## config.mk

```make
export PLATFORM = sky130hd
export DESIGN_NAME = seq_detector_param_flat
export DESIGN_NICKNAME = d
export VERILOG_FILES = /design/src/rtl/seq_detector_param_if.sv /design/src/rtl/seq_detector_param.sv /design/src/flat_wrapper.sv
export SDC_FILE = /design/constraint.sdc
export NUM_CORES = 1
export LEC_CHECK = 0
export BUFFER_PORTS_ARGS = -buffer_cell sky130_fd_sc_hd__buf_2
export CORE_MARGIN = 3
export CORE_UTILIZATION = 45
export CTS_BUF_LIST = sky130_fd_sc_hd__clkbuf_2
export CTS_CLUSTER_SIZE = 8
export DETAILED_ROUTE_END_ITERATION = 8
export GPL_ROUTABILITY_DRIVEN = 0
export GPL_TIMING_DRIVEN = 0
export HOLD_SLACK_MARGIN = 0.02
export PLACE_DENSITY = 0.69
export SLEW_MARGIN = 20
export SYNTH_ARGS = -nofsm -noshare
export SYNTH_HDL_FRONTEND = slang
export SYNTH_SLANG_ARGS = --single-unit
```

## constraint.sdc

```tcl
create_clock -name clk -period 2.5 [get_ports clk]
set_input_delay 0.125 -clock clk [delete_from_list [all_inputs] [get_ports clk]]
set_output_delay 0.125 -clock clk [all_outputs]
set_load 0.02 [all_outputs]
```

## src/rtl/seq_detector_param_if.sv

```systemverilog
// Signal bundle for seq_detector_param: serial input, control and match outputs.
// pat_mask_in exists only when SEQ_DET_MASK_EN is defined.
interface seq_detector_param_if #(
    parameter int PAT_W = 4,
    parameter int CNT_W = 8
);
    logic             en;
    logic             x;
    logic             overlap;
    logic             pat_load;
    logic [PAT_W-1:0] pat_in;
`ifdef SEQ_DET_MASK_EN
    logic [PAT_W-1:0] pat_mask_in;
`endif
    logic             cnt_clr;
    logic             z;
    logic [CNT_W-1:0] match_cnt;

    modport master (
        output en, x, overlap, pat_load, pat_in, cnt_clr,
`ifdef SEQ_DET_MASK_EN
        output pat_mask_in,
`endif
        input  z, match_cnt
    );

    modport slave (
        input  en, x, overlap, pat_load, pat_in, cnt_clr,
`ifdef SEQ_DET_MASK_EN
        input  pat_mask_in,
`endif
        output z, match_cnt
    );
endinterface

```

## src/rtl/seq_detector_param.sv

```systemverilog
// Parametrised serial pattern detector with runtime-loadable pattern and saturating match counter.
// Define SEQ_DET_MASK_EN to add a per-bit don't-care mask captured alongside the pattern.
module seq_detector_param #(
    parameter int               PAT_W   = 4,
    parameter logic [PAT_W-1:0] PAT_RST = 4'b1011,
    parameter int               CNT_W   = 8
) (
    input logic                 clk,
    input logic                 reset,
    seq_detector_param_if.slave bus
);
    localparam int               FILL_W    = $clog2(PAT_W + 1);
    localparam logic [FILL_W-1:0] FILL_FULL = FILL_W'(PAT_W);
    localparam logic [CNT_W-1:0]  CNT_MAX   = '1;

    logic [PAT_W-1:0]  pat_reg;
    logic [PAT_W-1:0]  hist_reg;
    logic [FILL_W-1:0] fill_reg;
    logic              z_reg;
    logic [CNT_W-1:0]  cnt_reg;

    logic [PAT_W-1:0]  w_next;
    logic [FILL_W-1:0] fill_next;
    logic [PAT_W-1:0]  care;
    logic [PAT_W-1:0]  bit_ok;
    logic              match;

`ifdef SEQ_DET_MASK_EN
    logic [PAT_W-1:0]  pat_mask_reg;
    assign care = ~pat_mask_reg;
`else
    assign care = '1;
`endif

    assign w_next    = {hist_reg[PAT_W-2:0], bus.x};
    assign fill_next = (fill_reg == FILL_FULL) ? FILL_FULL : fill_reg + FILL_W'(1);

    // Per-bit compare; masked positions always agree.
    generate
        for (genvar gi = 0; gi < PAT_W; gi++) begin : g_cmp
            assign bit_ok[gi] = !care[gi] || (w_next[gi] == pat_reg[gi]);
        end
    endgenerate

    assign match = (fill_next == FILL_FULL) && (&bit_ok);

    always_ff @(posedge clk or posedge reset) begin
        if (reset) begin
            pat_reg  <= PAT_RST;
            hist_reg <= '0;
            fill_reg <= '0;
            z_reg    <= 1'b0;
`ifdef SEQ_DET_MASK_EN
            pat_mask_reg <= '0;
`endif
        end else begin
            z_reg <= 1'b0;
            if (bus.pat_load) begin
                pat_reg  <= bus.pat_in;
                fill_reg <= '0;
`ifdef SEQ_DET_MASK_EN
                pat_mask_reg <= bus.pat_mask_in;
`endif
            end else if (bus.en) begin
                hist_reg <= w_next;
                z_reg    <= match;
                // Non-overlapping mode demands a full fresh window after each hit.
                fill_reg <= (match && !bus.overlap) ? '0 : fill_next;
            end
        end
    end

    always_ff @(posedge clk or posedge reset) begin
        if (reset) begin
            cnt_reg <= '0;
        end else if (bus.cnt_clr) begin
            cnt_reg <= '0;
        end else if (!bus.pat_load && bus.en && match && (cnt_reg != CNT_MAX)) begin
            cnt_reg <= cnt_reg + CNT_W'(1);
        end
    end

    assign bus.z         = z_reg;
    assign bus.match_cnt = cnt_reg;
endmodule

```

## src/flat_wrapper.sv

```systemverilog
// flat-port wrapper written by rule: the top's interface ports become plain ports
module seq_detector_param_flat 
#(
    parameter int               PAT_W   = 4,
    parameter logic [PAT_W-1:0] PAT_RST = 4'b1011,
    parameter int               CNT_W   = 8
)
  (clk, reset, bus_en, bus_x, bus_overlap, bus_pat_load, bus_pat_in, bus_cnt_clr, bus_z, bus_match_cnt);
  seq_detector_param_if #(.PAT_W(PAT_W), .CNT_W(CNT_W)) bus_i ();
  input logic clk;
  input logic reset;
  input wire logic [$bits(bus_i.en)-1:0] bus_en;
  input wire logic [$bits(bus_i.x)-1:0] bus_x;
  input wire logic [$bits(bus_i.overlap)-1:0] bus_overlap;
  input wire logic [$bits(bus_i.pat_load)-1:0] bus_pat_load;
  input wire logic [$bits(bus_i.pat_in)-1:0] bus_pat_in;
  input wire logic [$bits(bus_i.cnt_clr)-1:0] bus_cnt_clr;
  output wire logic [$bits(bus_i.z)-1:0] bus_z;
  output wire logic [$bits(bus_i.match_cnt)-1:0] bus_match_cnt;
  assign bus_i.en = bus_en;
  assign bus_i.x = bus_x;
  assign bus_i.overlap = bus_overlap;
  assign bus_i.pat_load = bus_pat_load;
  assign bus_i.pat_in = bus_pat_in;
  assign bus_i.cnt_clr = bus_cnt_clr;
  assign bus_z = bus_i.z;
  assign bus_match_cnt = bus_i.match_cnt;
  seq_detector_param #(.PAT_W(PAT_W), .PAT_RST(PAT_RST), .CNT_W(CNT_W)) u_core (.clk(clk), .reset(reset), .bus(bus_i));
endmodule
```

# Word-level counts from Yosys, hierarchy flattened
# Cells that the tools add are included.
[classes]
muxes = 8
n_addsub = 2
n_bitwise = 1
reduce_logical = 11
eq_ne = 7
[ops]
columns = ["cell", "n"]
rows = [
  ["$mux W8", 2],
  ["$mux W3", 4],
  ["$add A8 B1 Y8 const B", 1],
  ["$ne A8 B8 Y1 const B", 1],
  ["$eq A3 B3 Y1 const B", 2],
  ["$logic_and A1 B1 Y1", 5],
  ["$eq A1 B1 Y1", 4],
  ["$reduce_and A4 Y1", 1],
  ["$reduce_bool A2 Y1", 2],
  ["$add A3 B1 Y3 const B", 1],
  ["$logic_not A1 Y1", 2],
  ["$mux W1", 2],
  ["$reduce_and A2 Y1", 1],
  ["$not A1 Y1", 1],
]
[totals]
reg_bits = 19
word_cells = 34
in_bits = 11
output_inout_bits = 9

# Depth between registers and ports, before layout
# Gate-level depths: netlist (run 1).
[logic_depth]
word_depth = 8
depth_mapped = 8

# Worst setup path before layout (run 1)
# OpenSTA, ideal clock, no wires.
[synth_path]
path_kind = "flip-flop to flip-flop"
start = "register u_core.fill_reg[0]"
end = "register u_core.cnt_reg[4], in the netlist u_core.bus.match_cnt[4]"
t_required_ns = 2.422
t_arrival_ns = 1.707
synth_period_minus_slack_ns = 1.784
path_buffers = 1
setup_slack_ns = 0.716
path_stages_with_launch = 9
cell_sequence = "dfrtp_1 > inv_1 > ha_1 > a21oi_2 > nor4_4 > nand4_2 > buf_6 > or3_1 > a21oi_1"
[synth_between]
elab_chain_len = 7
elab_cells_between_ends = 8
[synth_lines]
columns = ["element", "line", "rtl"]
rows = [
  ["from (decl)", "seq_detector_param.sv:18", "logic [FILL_W-1:0] fill_reg;"],
  ["from (signal assigned)", "seq_detector_param.sv:68", "fill_reg <= (match && !bus.overlap) ? '0 : fill_next;"],
  ["$add A3 B1 Y3 / $eq A3 B3 Y1 (equally long branches)", "seq_detector_param.sv:36", "assign fill_next = (fill_reg == FILL_FULL) ? FILL_FULL : fill_reg + FILL_W'(1);"],
  ["$mux W3 *", "seq_detector_param.sv:36", ""],
  ["$eq A3 B3 Y1 *", "seq_detector_param.sv:45", "assign match = (fill_next == FILL_FULL) && (&bit_ok);"],
  ["$logic_and A1 B1 Y1 *", "seq_detector_param.sv:45", ""],
  ["$logic_and A1 B1 Y1 * (2 in a row)", "seq_detector_param.sv:78", "end else if (!bus.pat_load && bus.en && match && (cnt_reg != CNT_MAX)) begin"],
  ["$reduce_bool A2 Y1 (no line) *", "-", ""],
  ["to (signal assigned)", "seq_detector_param.sv:79", "cnt_reg <= cnt_reg + CNT_W'(1);"],
  ["to (decl)", "seq_detector_param.sv:20", "logic [CNT_W-1:0] cnt_reg;"],
]
# Mark *: on every way between the ends. The rest lies on a longest branch, timed or not.
# A chain may end at the register's enable or synchronous reset.

# Final worst setup path (run 1)
# Same ends and word-level chain as after synthesis.

==> impl_results.html, run 1 <==
<table>
<tr><th>Metric</th><th>Value</th></tr>
<tr><th colspan="2">Setup path</th></tr>
<tr><td>Arrival time of the worst setup path</td><td>2210 ps</td></tr>
<tr><td>Category of the most critical setup path</td><td>reg -&gt; reg</td></tr>
<tr><td>Slowest cell on the critical path</td><td>sky130_fd_sc_hd__dfrtp_1</td></tr>
<tr><td>Cells on worst reg2reg path</td><td>8</td></tr>
<tr><td>CP max stage delay</td><td>460 ps</td></tr>
<tr><td>Crit path launch type</td><td>flop</td></tr>
<tr><td>Data required time of the worst path</td><td>2750 ps</td></tr>
<tr><td>Critical path peak fanout</td><td>10</td></tr>
<tr><td>Critical Path, Cell by Cell</td><td>inv_1 -&gt; ha_1 -&gt; a21oi_2 -&gt; nor4_4 -&gt; nand4_2 -&gt; buf_6 -&gt; or3_1 -&gt; a21oi_1</td></tr>
<tr><td>CP endpoint kind</td><td>flop</td></tr>
<tr><th colspan="2">Route</th></tr>
<tr><td>Routed WL per cell</td><td>12.5 µm</td></tr>
<tr><td>Final wirelength</td><td>1.75 mm</td></tr>
<tr><td>Number of DRC violations after detailed-routing iteration 0</td><td>10</td></tr>
<tr><td>Post-route antenna net violation count</td><td>0</td></tr>
<tr><td>Via-to-Cell Ratio</td><td>5.31</td></tr>
<tr><td>Post-detailed-route DRC marker count</td><td>0</td></tr>
<tr><td>Detailed-routing iteration count for the pre-antenna-repair pass</td><td>4</td></tr>
<tr><td>Routed vias</td><td>743</td></tr>
<tr><th colspan="2">Die</th></tr>
<tr><td>Std cell rows</td><td>16</td></tr>
<tr><td>Starting density of the core</td><td>49.0%</td></tr>
<tr><td>Chip Width</td><td>52.9 µm</td></tr>
<tr><td>Ports placed on the boundary</td><td>20</td></tr>
<tr><td>Core area</td><td>0.00202 mm²</td></tr>
<tr><td>Die area</td><td>0.00280 mm²</td></tr>
<tr><td>Die Span Y</td><td>52.9 µm</td></tr>
<tr><th colspan="2">Synthesis</th></tr>
<tr><td>Synth warnings</td><td>0</td></tr>
<tr><td>Post-Syn Area per Cell</td><td>11.0 µm²</td></tr>
<tr><td>Top area cells in the synthesized netlist</td><td>sky130_fd_sc_hd__dfrtp_1 (40%), sky130_fd_sc_hd__dfstp_2 (8.0%), sky130_fd_sc_hd__mux2_2 (8.0%), sky130_fd_sc_hd__xor2_1 (4.4%), sky130_fd_sc_hd__ha_1 (3.8%)</td></tr>
<tr><td>Synth Net Count</td><td>104</td></tr>
<tr><td>Most frequently used cell type in the post-synthesis netlist</td><td>sky130_fd_sc_hd__dfrtp_1</td></tr>
<tr><td>Cell Area, Synth</td><td>991 µm²</td></tr>
<tr><td>Cell count after synthesis</td><td>90</td></tr>
<tr><td>Cell variety after synth</td><td>29</td></tr>
<tr><td>Most frequent cells after synthesis</td><td>sky130_fd_sc_hd__dfrtp_1 (16), sky130_fd_sc_hd__nor2_1 (9), sky130_fd_sc_hd__inv_1 (8)</td></tr>
<tr><td>Post-synth top area share</td><td>40.4%</td></tr>
<tr><td>Most frequently used flop master after synthesis</td><td>sky130_fd_sc_hd__dfrtp_1</td></tr>
<tr><td>Asr flop ratio synth</td><td>100%</td></tr>
<tr><td>Yosys top cell by area</td><td>sky130_fd_sc_hd__dfrtp_1</td></tr>
<tr><td>Post-synth EDFFs</td><td>0</td></tr>
<tr><td>Seq cells post-synth</td><td>19</td></tr>
<tr><td>Sequential-to-total area share from yosys stat</td><td>48.4%</td></tr>
<tr><th colspan="2">Layout</th></tr>
<tr><td>Growth of design area from synthesis to finish</td><td>16.0%</td></tr>
<tr><td>Finished Core Util</td><td>56.9%</td></tr>
<tr><td>Area occupied by multi-input gates</td><td>462 µm²</td></tr>
<tr><td>Number of nets in the layout</td><td>128</td></tr>
<tr><td>Register Area</td><td>479 µm²</td></tr>
<tr><td>Fillcell total</td><td>189</td></tr>
<tr><td>Fin area</td><td>0.00115 mm²</td></tr>
<tr><td>Count of antenna diodes in the layout</td><td>0</td></tr>
<tr><td>Layout cell share with drive strength beyond 1</td><td>32.7%</td></tr>
<tr><td>Max reg flops</td><td>8</td></tr>
<tr><td>Final Instance Count excl. Fillers</td><td>140</td></tr>
<tr><th colspan="2">Pwr</th></tr>
<tr><td>Leakage dissipation</td><td>0.526 nW</td></tr>
<tr><td>Part of the power in the clock network</td><td>23.7%</td></tr>
<tr><td>NetSw</td><td>0.162 mW</td></tr>
<tr><td>Sequential Power Share</td><td>60.1%</td></tr>
<tr><td>Sw frac</td><td>27.9%</td></tr>
<tr><td>Power density normalized to cell area</td><td>504 mW/mm²</td></tr>
<tr><td>Part of the total power dissipated in combinational logic</td><td>16.2%</td></tr>
<tr><td>Internal power</td><td>0.418 mW</td></tr>
<tr><td>Peak VDD IR</td><td>0.000365 V</td></tr>
<tr><th colspan="2">GRT</th></tr>
<tr><td>First-pass GRT wire length</td><td>3.19 mm</td></tr>
<tr><td>Maximum number of pins on one net before global-route repair</td><td>20</td></tr>
<tr><td>GRT Util Overall</td><td>15.9%</td></tr>
<tr><td>Number of antenna violations at the first check in global routing</td><td>0</td></tr>
<tr><td>Vias in the first global route</td><td>739</td></tr>
<tr><td>Gr ovfl total</td><td>0</td></tr>
<tr><th colspan="2">Placement</th></tr>
<tr><td>Post-detailed-placement half-perimeter wirelength</td><td>1.33 mm</td></tr>
<tr><td>Dpl cells</td><td>134</td></tr>
<tr><td>Number of I/O port buffers</td><td>17</td></tr>
<tr><td>Cell Area, Placed</td><td>0.00111 mm²</td></tr>
<tr><th colspan="2">Clock network</th></tr>
<tr><td>Clk pin slew, worst setup/hold paths</td><td>180 ps</td></tr>
<tr><td>Clock buffers created by TritonCTS</td><td>3</td></tr>
<tr><td>Clk Tree Root Cell</td><td>sky130_fd_sc_hd__clkbuf_2</td></tr>
<tr><td>Setup Fix Bufs, Post-CTS</td><td>0</td></tr>
<tr><td># clock sinks</td><td>19</td></tr>
<tr><td>Number of buffers inserted by hold repair at cts</td><td>1</td></tr>
<tr><td>Count of H-tree levels built during CTS</td><td>1</td></tr>
<tr><td>Number of gates resized after cts</td><td>0</td></tr>
<tr><td>Later-pin clock latency in the skew report</td><td>310 ps</td></tr>
<tr><td>Clock tree from TritonCTS</td><td>done</td></tr>
<tr><td>Largest buffer count on any clock path</td><td>2</td></tr>
<tr><th colspan="2">STA</th></tr>
<tr><td>Fin. max-slew vios</td><td>0</td></tr>
<tr><td>Transition at the pin with the smallest max-transition slack</td><td>713 ps</td></tr>
<tr><td>Setup repair after global routing missed its margin</td><td>no</td></tr>
<tr><td>Final number of setup-violating endpoints</td><td>0</td></tr>
<tr><td>Setup total negative slack</td><td>0 ps</td></tr>
<tr><td>Tmin final</td><td>1960 ps</td></tr>
<tr><td>Period Utilization, post-route</td><td>78.5%</td></tr>
<tr><td>F_max</td><td>509 MHz</td></tr>
<tr><td>Endpoints failing hold</td><td>0</td></tr>
<tr><td>Headroom to the max-slew limit</td><td>52.4%</td></tr>
<tr><td>Layout Skew</td><td>2.49 ps</td></tr>
<tr><th colspan="2">Min path</th></tr>
<tr><td>Hold Path Cell Cnt</td><td>2</td></tr>
<tr><td>Type of the most critical hold path</td><td>in -&gt; reg</td></tr>
<tr><th colspan="2">Flow run</th></tr>
<tr><td>Maximum capacitance violations</td><td>0</td></tr>
<tr><th colspan="2">Run status</th></tr>
<tr><td>Result of the run</td><td>finished clean</td></tr>
</table>
-- placed cells by master (no fill, tap or decap) --
| cell type | n |
|---|---|
| sky130_fd_sc_hd__mux2i_1 | 3 |
| sky130_fd_sc_hd__dfrtp_1 | 16 |
| sky130_fd_sc_hd__or3_1 | 4 |
| sky130_fd_sc_hd__dlygate4sd3_1 | 2 |
| sky130_fd_sc_hd__inv_1 | 8 |
| sky130_fd_sc_hd__a21oi_1 | 5 |
| sky130_fd_sc_hd__o32ai_1 | 1 |
| sky130_fd_sc_hd__buf_2 | 18 |
| sky130_fd_sc_hd__o21ai_0 | 3 |
| sky130_fd_sc_hd__or4_1 | 2 |
| sky130_fd_sc_hd__xor2_1 | 5 |
| sky130_fd_sc_hd__o41a_1 | 1 |
| sky130_fd_sc_hd__nand4_2 | 1 |
| sky130_fd_sc_hd__o31ai_1 | 2 |
| sky130_fd_sc_hd__nand3b_1 | 1 |
| sky130_fd_sc_hd__nand4_1 | 1 |
| sky130_fd_sc_hd__buf_6 | 1 |
| sky130_fd_sc_hd__nand3_1 | 4 |
| sky130_fd_sc_hd__dfstp_2 | 3 |
| sky130_fd_sc_hd__nor4_1 | 1 |
| sky130_fd_sc_hd__clkbuf_2 | 4 |
| sky130_fd_sc_hd__nand2_1 | 2 |
| sky130_fd_sc_hd__a21oi_2 | 1 |
| sky130_fd_sc_hd__a311oi_1 | 1 |
| sky130_fd_sc_hd__nor2_1 | 9 |
| sky130_fd_sc_hd__ha_1 | 3 |
| sky130_fd_sc_hd__o211a_1 | 1 |
| sky130_fd_sc_hd__mux2_2 | 7 |
| sky130_fd_sc_hd__nor2b_4 | 1 |
| sky130_fd_sc_hd__buf_1 | 1 |
| sky130_fd_sc_hd__nor4_4 | 1 |
-- final timing paths --
check,startpoint,end,slack [ps]
worst max-delay path,u_core.fill_reg[0]$_DFFE_PP0P_,u_core.bus.match_cnt[4]$_DFFE_PP0P_,540
worst max register to register,u_core.fill_reg[0]$_DFFE_PP0P_,u_core.bus.match_cnt[4]$_DFFE_PP0P_,540
min in group asynchronous,reset,u_core.bus.match_cnt[0]$_DFFE_PP0P_,440
worst min-delay path,bus_pat_in[1],u_core.pat_reg[1]$_DFFE_PP1P_,30
worst min register to register,u_core.bus.match_cnt[6]$_DFFE_PP0P_,u_core.bus.match_cnt[6]$_DFFE_PP0P_,540
max in group asynchronous,reset,u_core.bus.match_cnt[5]$_DFFE_PP0P_,1610
-- per-layer routing --
| layer | GRT usage, % | vias up | wire [µm] |
|---|---|---|---|
| met1 | 20.5 | 354 | 788 |
| met2 | 24.8 | 17 | 837 |
| met4 | 7.66 | 0 | 24 |
| met5 | 0 | - | 0 |
| li1 | - | 369 | - |
| met3 | 3.66 | 3 | 101 |
-- layout make-up --
cell class              count  area share (%)
plain buffers               3            1.74
clock buffers               4            1.74
multi-input cells          60            40.2
well taps                  27            2.94
flip-flops and latches     19            41.7
repair buffers             19            9.14
inverters                   8            2.61
-- cell families (layout without fill, tap and decap cells) --
| logic type | Yosys count | in the layout | share of synthesized area, % |
|---|---|---|---|
| buf+inv | 11 | 34 | 5.05 |
| simple gates | 27 | 27 | 17.0 |
| fa+ha+maj | 3 | 3 | 3.79 |
| flops | 19 | 19 | 48.4 |
| compound gates | 15 | 15 | 10.4 |
| xor+xnor | 5 | 5 | 4.42 |
| mux | 10 | 10 | 11.0 |
-- worst max-delay path, delay by kind of cell (launching register included) --
family	cells	cell delay, ps
and+or+nand+nor	3	770
adders and majority gates	1	180
DFF	1	460
AOI/OAI and AO/OA	2	250
buffers and inverters	2	250
-- power groups by stage --
| stage | combinational, mW | clock, mW | sequential (mW) |
|---|---|---|---|
| 2_1_floorplan | 0.0741 | 0 | 0.351 |
| 3_3_place_gp | 0.0898 | 0 | 0.354 |
| 3_5_place_dp | 0.0934 | 0 | 0.355 |
| 4_1_cts | 0.0948 | 0.140 | 0.349 |
| 5_1_grt | 0.107 | 0.153 | 0.352 |
| 6_report | 0.0939 | 0.138 | 0.348 |
-- metrics by stage --
step	hold slack [ps]	setup WS, ps	power (mW)
floorplan	73.9	716	0.425
global placement	270	618	0.443
detailed placement	281	569	0.448
CTS	25.1	521	0.584
global route	20.9	353	0.613
finish	30.9	536	0.580
Note: power is estimated with default switching activity, not from simulation.
==> run 2, diff against run 1 <==
--- a/config.mk
+++ b/config.mk
@@ -5,6 +5,7 @@
 export SDC_FILE = /design/constraint.sdc
 export NUM_CORES = 1
 export LEC_CHECK = 0
+export ABC_AREA = 1
 export BUFFER_PORTS_ARGS = -buffer_cell sky130_fd_sc_hd__buf_2
 export CORE_MARGIN = 3
 export CORE_UTILIZATION = 45
@@ -14,7 +15,7 @@
 export GPL_ROUTABILITY_DRIVEN = 0
 export GPL_TIMING_DRIVEN = 0
 export HOLD_SLACK_MARGIN = 0.02
-export PLACE_DENSITY = 0.69
+export PLACE_DENSITY = 0.71
 export SLEW_MARGIN = 20
 export SYNTH_ARGS = -nofsm -noshare
 export SYNTH_HDL_FRONTEND = slang
==> constraint.sdc (replaced) <==
create_clock -name clk -period 1.8 [get_ports clk]
set_input_delay 0.09 -clock clk [delete_from_list [all_inputs] [get_ports clk]]
set_output_delay 0.09 -clock clk [all_outputs]
set_load 0.02 [all_outputs]
==> run 2 against run 1 <==
Against the previous run: die area up 15%; flip-flop and latch count unchanged; highest routed layer unchanged; critical endpoint is now u_core.bus.match_cnt[0]$_DFFE_PP0P_; critical path depth up 1; global-route usage down 0.94 points; setup slack worse by 320 ps; synthesized cell count up 51%.
==> impl_results.html, run 2 <==
<table>
<tr><th>Metric</th><th>Value</th></tr>
<tr><th colspan="2">Die</th></tr>
<tr><td>Die Span Y</td><td>56.8 µm</td></tr>
<tr><td>Core area</td><td>0.00232 mm²</td></tr>
<tr><td>Std cell rows</td><td>17</td></tr>
<tr><td>Die area</td><td>0.00323 mm²</td></tr>
<tr><td>Ports placed on the boundary</td><td>20</td></tr>
<tr><td>Chip Width</td><td>56.8 µm</td></tr>
<tr><td>Starting density of the core</td><td>50.1%</td></tr>
<tr><th colspan="2">Synthesis</th></tr>
<tr><td>Post-synth top area share</td><td>34.5%</td></tr>
<tr><td>Asr flop ratio synth</td><td>100%</td></tr>
<tr><td>Synth Net Count</td><td>150</td></tr>
<tr><td>Cell variety after synth</td><td>23</td></tr>
<tr><td>Top area cells in the synthesized netlist</td><td>sky130_fd_sc_hd__dfrtp_1 (34%), sky130_fd_sc_hd__nand2_1 (9.1%), sky130_fd_sc_hd__nand3_1 (7.8%), sky130_fd_sc_hd__dfstp_2 (6.8%), sky130_fd_sc_hd__inv_1 (6.1%)</td></tr>
<tr><td>Most frequent cells after synthesis</td><td>sky130_fd_sc_hd__nand2_1 (28), sky130_fd_sc_hd__inv_1 (19), sky130_fd_sc_hd__nand3_1 (18)</td></tr>
<tr><td>Cell count after synthesis</td><td>136</td></tr>
<tr><td>Sequential-to-total area share from yosys stat</td><td>41.3%</td></tr>
<tr><td>Yosys top cell by area</td><td>sky130_fd_sc_hd__dfrtp_1</td></tr>
<tr><td>Cell Area, Synth</td><td>0.00116 mm²</td></tr>
<tr><td>Most frequently used cell type in the post-synthesis netlist</td><td>sky130_fd_sc_hd__nand2_1</td></tr>
<tr><td>Most frequently used flop master after synthesis</td><td>sky130_fd_sc_hd__dfrtp_1</td></tr>
<tr><td>Post-synth EDFFs</td><td>0</td></tr>
<tr><td>Seq cells post-synth</td><td>19</td></tr>
<tr><td>Synth warnings</td><td>0</td></tr>
<tr><td>Post-Syn Area per Cell</td><td>8.54 µm²</td></tr>
<tr><th colspan="2">GRT</th></tr>
<tr><td>Maximum number of pins on one net before global-route repair</td><td>20</td></tr>
<tr><td>Gr ovfl total</td><td>0</td></tr>
<tr><td>First-pass GRT wire length</td><td>3.82 mm</td></tr>
<tr><td>GRT Util Overall</td><td>14.9%</td></tr>
<tr><td>Vias in the first global route</td><td>909</td></tr>
<tr><td>Number of antenna violations at the first check in global routing</td><td>0</td></tr>
<tr><th colspan="2">Setup path</th></tr>
<tr><td>CP endpoint kind</td><td>flop</td></tr>
<tr><td>End of the worst register-to-register path</td><td>u_core.bus.match_cnt[0]$_DFFE_PP0P_</td></tr>
<tr><td>Crit path launch type</td><td>flop</td></tr>
<tr><td>Critical path startpoint</td><td>u_core.fill_reg[0]$_DFFE_PP0P_</td></tr>
<tr><td>Cells on worst reg2reg path</td><td>9</td></tr>
<tr><td>Data required time of the worst path</td><td>2060 ps</td></tr>
<tr><td>Flop2flop setup slack</td><td>220 ps</td></tr>
<tr><td>Critical path peak fanout</td><td>8</td></tr>
<tr><td>Category of the most critical setup path</td><td>reg -&gt; reg</td></tr>
<tr><td>End point of the critical path</td><td>u_core.bus.match_cnt[0]$_DFFE_PP0P_</td></tr>
<tr><td>Arrival time of the worst setup path</td><td>1840 ps</td></tr>
<tr><td>Reg2reg start</td><td>u_core.fill_reg[0]$_DFFE_PP0P_</td></tr>
<tr><th colspan="2">Route</th></tr>
<tr><td>Detailed-routing iteration count for the pre-antenna-repair pass</td><td>4</td></tr>
<tr><td>Routed WL per cell</td><td>11.1 µm</td></tr>
<tr><td>Number of DRC violations after detailed-routing iteration 0</td><td>10</td></tr>
<tr><td>Post-detailed-route DRC marker count</td><td>0</td></tr>
<tr><td>Via-to-Cell Ratio</td><td>4.72</td></tr>
<tr><td>Final wirelength</td><td>2.12 mm</td></tr>
<tr><td>Post-route antenna net violation count</td><td>0</td></tr>
<tr><td>Routed vias</td><td>902</td></tr>
<tr><th colspan="2">Placement</th></tr>
<tr><td>Number of I/O port buffers</td><td>18</td></tr>
<tr><td>Dpl cells</td><td>182</td></tr>
<tr><td>Worst Setup Slack post-DPL</td><td>231 ps</td></tr>
<tr><td>Cell Area, Placed</td><td>0.00129 mm²</td></tr>
<tr><td>Post-detailed-placement half-perimeter wirelength</td><td>1.58 mm</td></tr>
<tr><th colspan="2">Clock network</th></tr>
<tr><td>Clk Tree Root Cell</td><td>sky130_fd_sc_hd__clkbuf_2</td></tr>
<tr><td>Largest buffer count on any clock path</td><td>2</td></tr>
<tr><td>Clock buffers created by TritonCTS</td><td>3</td></tr>
<tr><td>Clk pin slew, worst setup/hold paths</td><td>180 ps</td></tr>
<tr><td>Clock tree from TritonCTS</td><td>done</td></tr>
<tr><td># clock sinks</td><td>19</td></tr>
<tr><td>Later-pin clock latency in the skew report</td><td>300 ps</td></tr>
<tr><td>Count of H-tree levels built during CTS</td><td>1</td></tr>
<tr><td>Number of gates resized after cts</td><td>0</td></tr>
<tr><th colspan="2">STA</th></tr>
<tr><td>Hold WS</td><td>37.0 ps</td></tr>
<tr><td>Layout Skew</td><td>4.39 ps</td></tr>
<tr><td>Fin. max-slew vios</td><td>0</td></tr>
<tr><td>Period Utilization, post-route</td><td>88.0%</td></tr>
<tr><td>Headroom to the max-slew limit</td><td>53.1%</td></tr>
<tr><td>Setup total negative slack</td><td>0 ps</td></tr>
<tr><td>Setup repair after global routing missed its margin</td><td>no</td></tr>
<tr><td>Endpoints failing hold</td><td>0</td></tr>
<tr><td>Tmin final</td><td>1580 ps</td></tr>
<tr><td>F_max</td><td>631 MHz</td></tr>
<tr><td>Final Worst Setup Slack</td><td>215 ps</td></tr>
<tr><td>Transition at the pin with the smallest max-transition slack</td><td>702 ps</td></tr>
<tr><td>Final number of setup-violating endpoints</td><td>0</td></tr>
<tr><th colspan="2">Layout</th></tr>
<tr><td>Count of antenna diodes in the layout</td><td>0</td></tr>
<tr><td>Final Instance Count excl. Fillers</td><td>191</td></tr>
<tr><td>Finished Core Util</td><td>58.5%</td></tr>
<tr><td>Most common cell after layout, fill and taps aside</td><td>sky130_fd_sc_hd__nand2_1</td></tr>
<tr><td>Layout cell share with drive strength beyond 1</td><td>32.5%</td></tr>
<tr><td>Most frequent cells in the layout</td><td>sky130_fd_sc_hd__nand2_1 (28), sky130_fd_sc_hd__buf_2 (21), sky130_fd_sc_hd__inv_1 (19)</td></tr>
<tr><td>Growth of design area from synthesis to finish</td><td>16.8%</td></tr>
<tr><td>Max reg flops</td><td>8</td></tr>
<tr><td>Fillcell total</td><td>218</td></tr>
<tr><td>Fin area</td><td>0.00136 mm²</td></tr>
<tr><td>Number of nets in the layout</td><td>178</td></tr>
<tr><th colspan="2">Flow run</th></tr>
<tr><td>Maximum capacitance violations</td><td>0</td></tr>
<tr><th colspan="2">Pwr</th></tr>
<tr><td>Total Power</td><td>0.796 mW</td></tr>
<tr><td>Leakage dissipation</td><td>0.771 nW</td></tr>
<tr><td>Power density normalized to cell area</td><td>587 mW/mm²</td></tr>
<tr><td>Peak VDD IR</td><td>0.000428 V</td></tr>
<tr><th colspan="2">Run status</th></tr>
<tr><td>Result of the run</td><td>finished clean</td></tr>
<tr><th colspan="2">Min path</th></tr>
<tr><td>Type of the most critical hold path</td><td>in -&gt; reg</td></tr>
</table>
==> run 2: cell types whose count changed in the layout (fill, tap and decap cells not counted), sizes merged, moves of 3 or more <==
| cell | delta |
|---|---|
| a21oi | -5 |
| dlygate4sd3 | +3 |
| inv | +15 |
| mux2 | -7 |
| mux2i | -3 |
| nand2 | +33 |
| nand3 | +17 |
| o21ai | +7 |
| or3 | -4 |
==> run 2: per-layer routing <==
metal	vias to the layer above	track usage (%)	part of all wire, %
met1	410	21.1	49
met3	2	2.07	2.5
met4	0	5.96	0.57
met5	-	0	0
li1	479	-	-
met2	11	22.8	48
==> run 2: area by class of cell <==
type	count	area (µm²)	share of cell area (%)
plain buffers	3	15.0	1.11
clock buffers	3	15.0	1.11
clock inverters	1	5.00	0.369
inverters	23	86.3	6.37
multi-input cells	91	581	42.8
flip-flops and latches	19	479	35.3
well taps	28	35.0	2.58
repair buffers	23	140	10.3
==> run 2: critical path, stage by stage (launching register included) <==
cell and delay, ps:
sky130_fd_sc_hd__dfrtp_1 400, sky130_fd_sc_hd__inv_2 60, sky130_fd_sc_hd__ha_1 320, sky130_fd_sc_hd__a21oi_2 120, sky130_fd_sc_hd__nand2_2 100, sky130_fd_sc_hd__nor2_8 130, sky130_fd_sc_hd__nand3_4 100, sky130_fd_sc_hd__nor2_8 150
sky130_fd_sc_hd__nand3_1 90, sky130_fd_sc_hd__nand2_1 70
==> run 2: what timing repair did <==
action / CTS / global route
hold endpoints to repair: 20 / 0
buffers inserted: 0 / 0
hold buffers: 5 / 0
==> run 2: worst min path at each step <==
stage | to | cells after the start | slack (ps) | from
finish | u_core.hist_reg[0]$_DFFE_PP0P_ | 3 | 40 | bus_x
global route | u_core.hist_reg[0]$_DFFE_PP0P_ | 3 | 40 | bus_x
CTS | u_core.fill_reg[2]$_DFFE_PP0P_ | 3 | 20 | bus_overlap
detailed placement | u_core.pat_reg[2]$_DFFE_PP0P_ | 2 | 230 | reset
global placement | u_core.pat_reg[2]$_DFFE_PP0P_ | 2 | 240 | reset
floorplan | u_core.bus.match_cnt[0]$_DFFE_PP0P_ | 1 | 40 | reset
==> run 2: power by group <==
| part | internal, mW | switching (mW) | leakage (nW) |
|---|---|---|---|
| clock | 0.0504 | 0.130 | 0.0164 |
| combinational | 0.0544 | 0.0908 | 0.507 |
| sequential | 0.455 | 0.0160 | 0.247 |
| total | 0.560 | 0.237 | 0.771 |
==> run 2: kinds of logic (layout without fill, tap and decap cells) <==
logic type,Yosys count,in the layout,synth area share [%]
AOI/OAI and AO/OA,12,12,5.60
xor gates and xnor gates,5,5,3.77
adders and majority gates,3,3,3.23
buffers and inverters,26,53,8.73
DFF,19,19,41.3
and+or+nand+nor,71,71,37.4
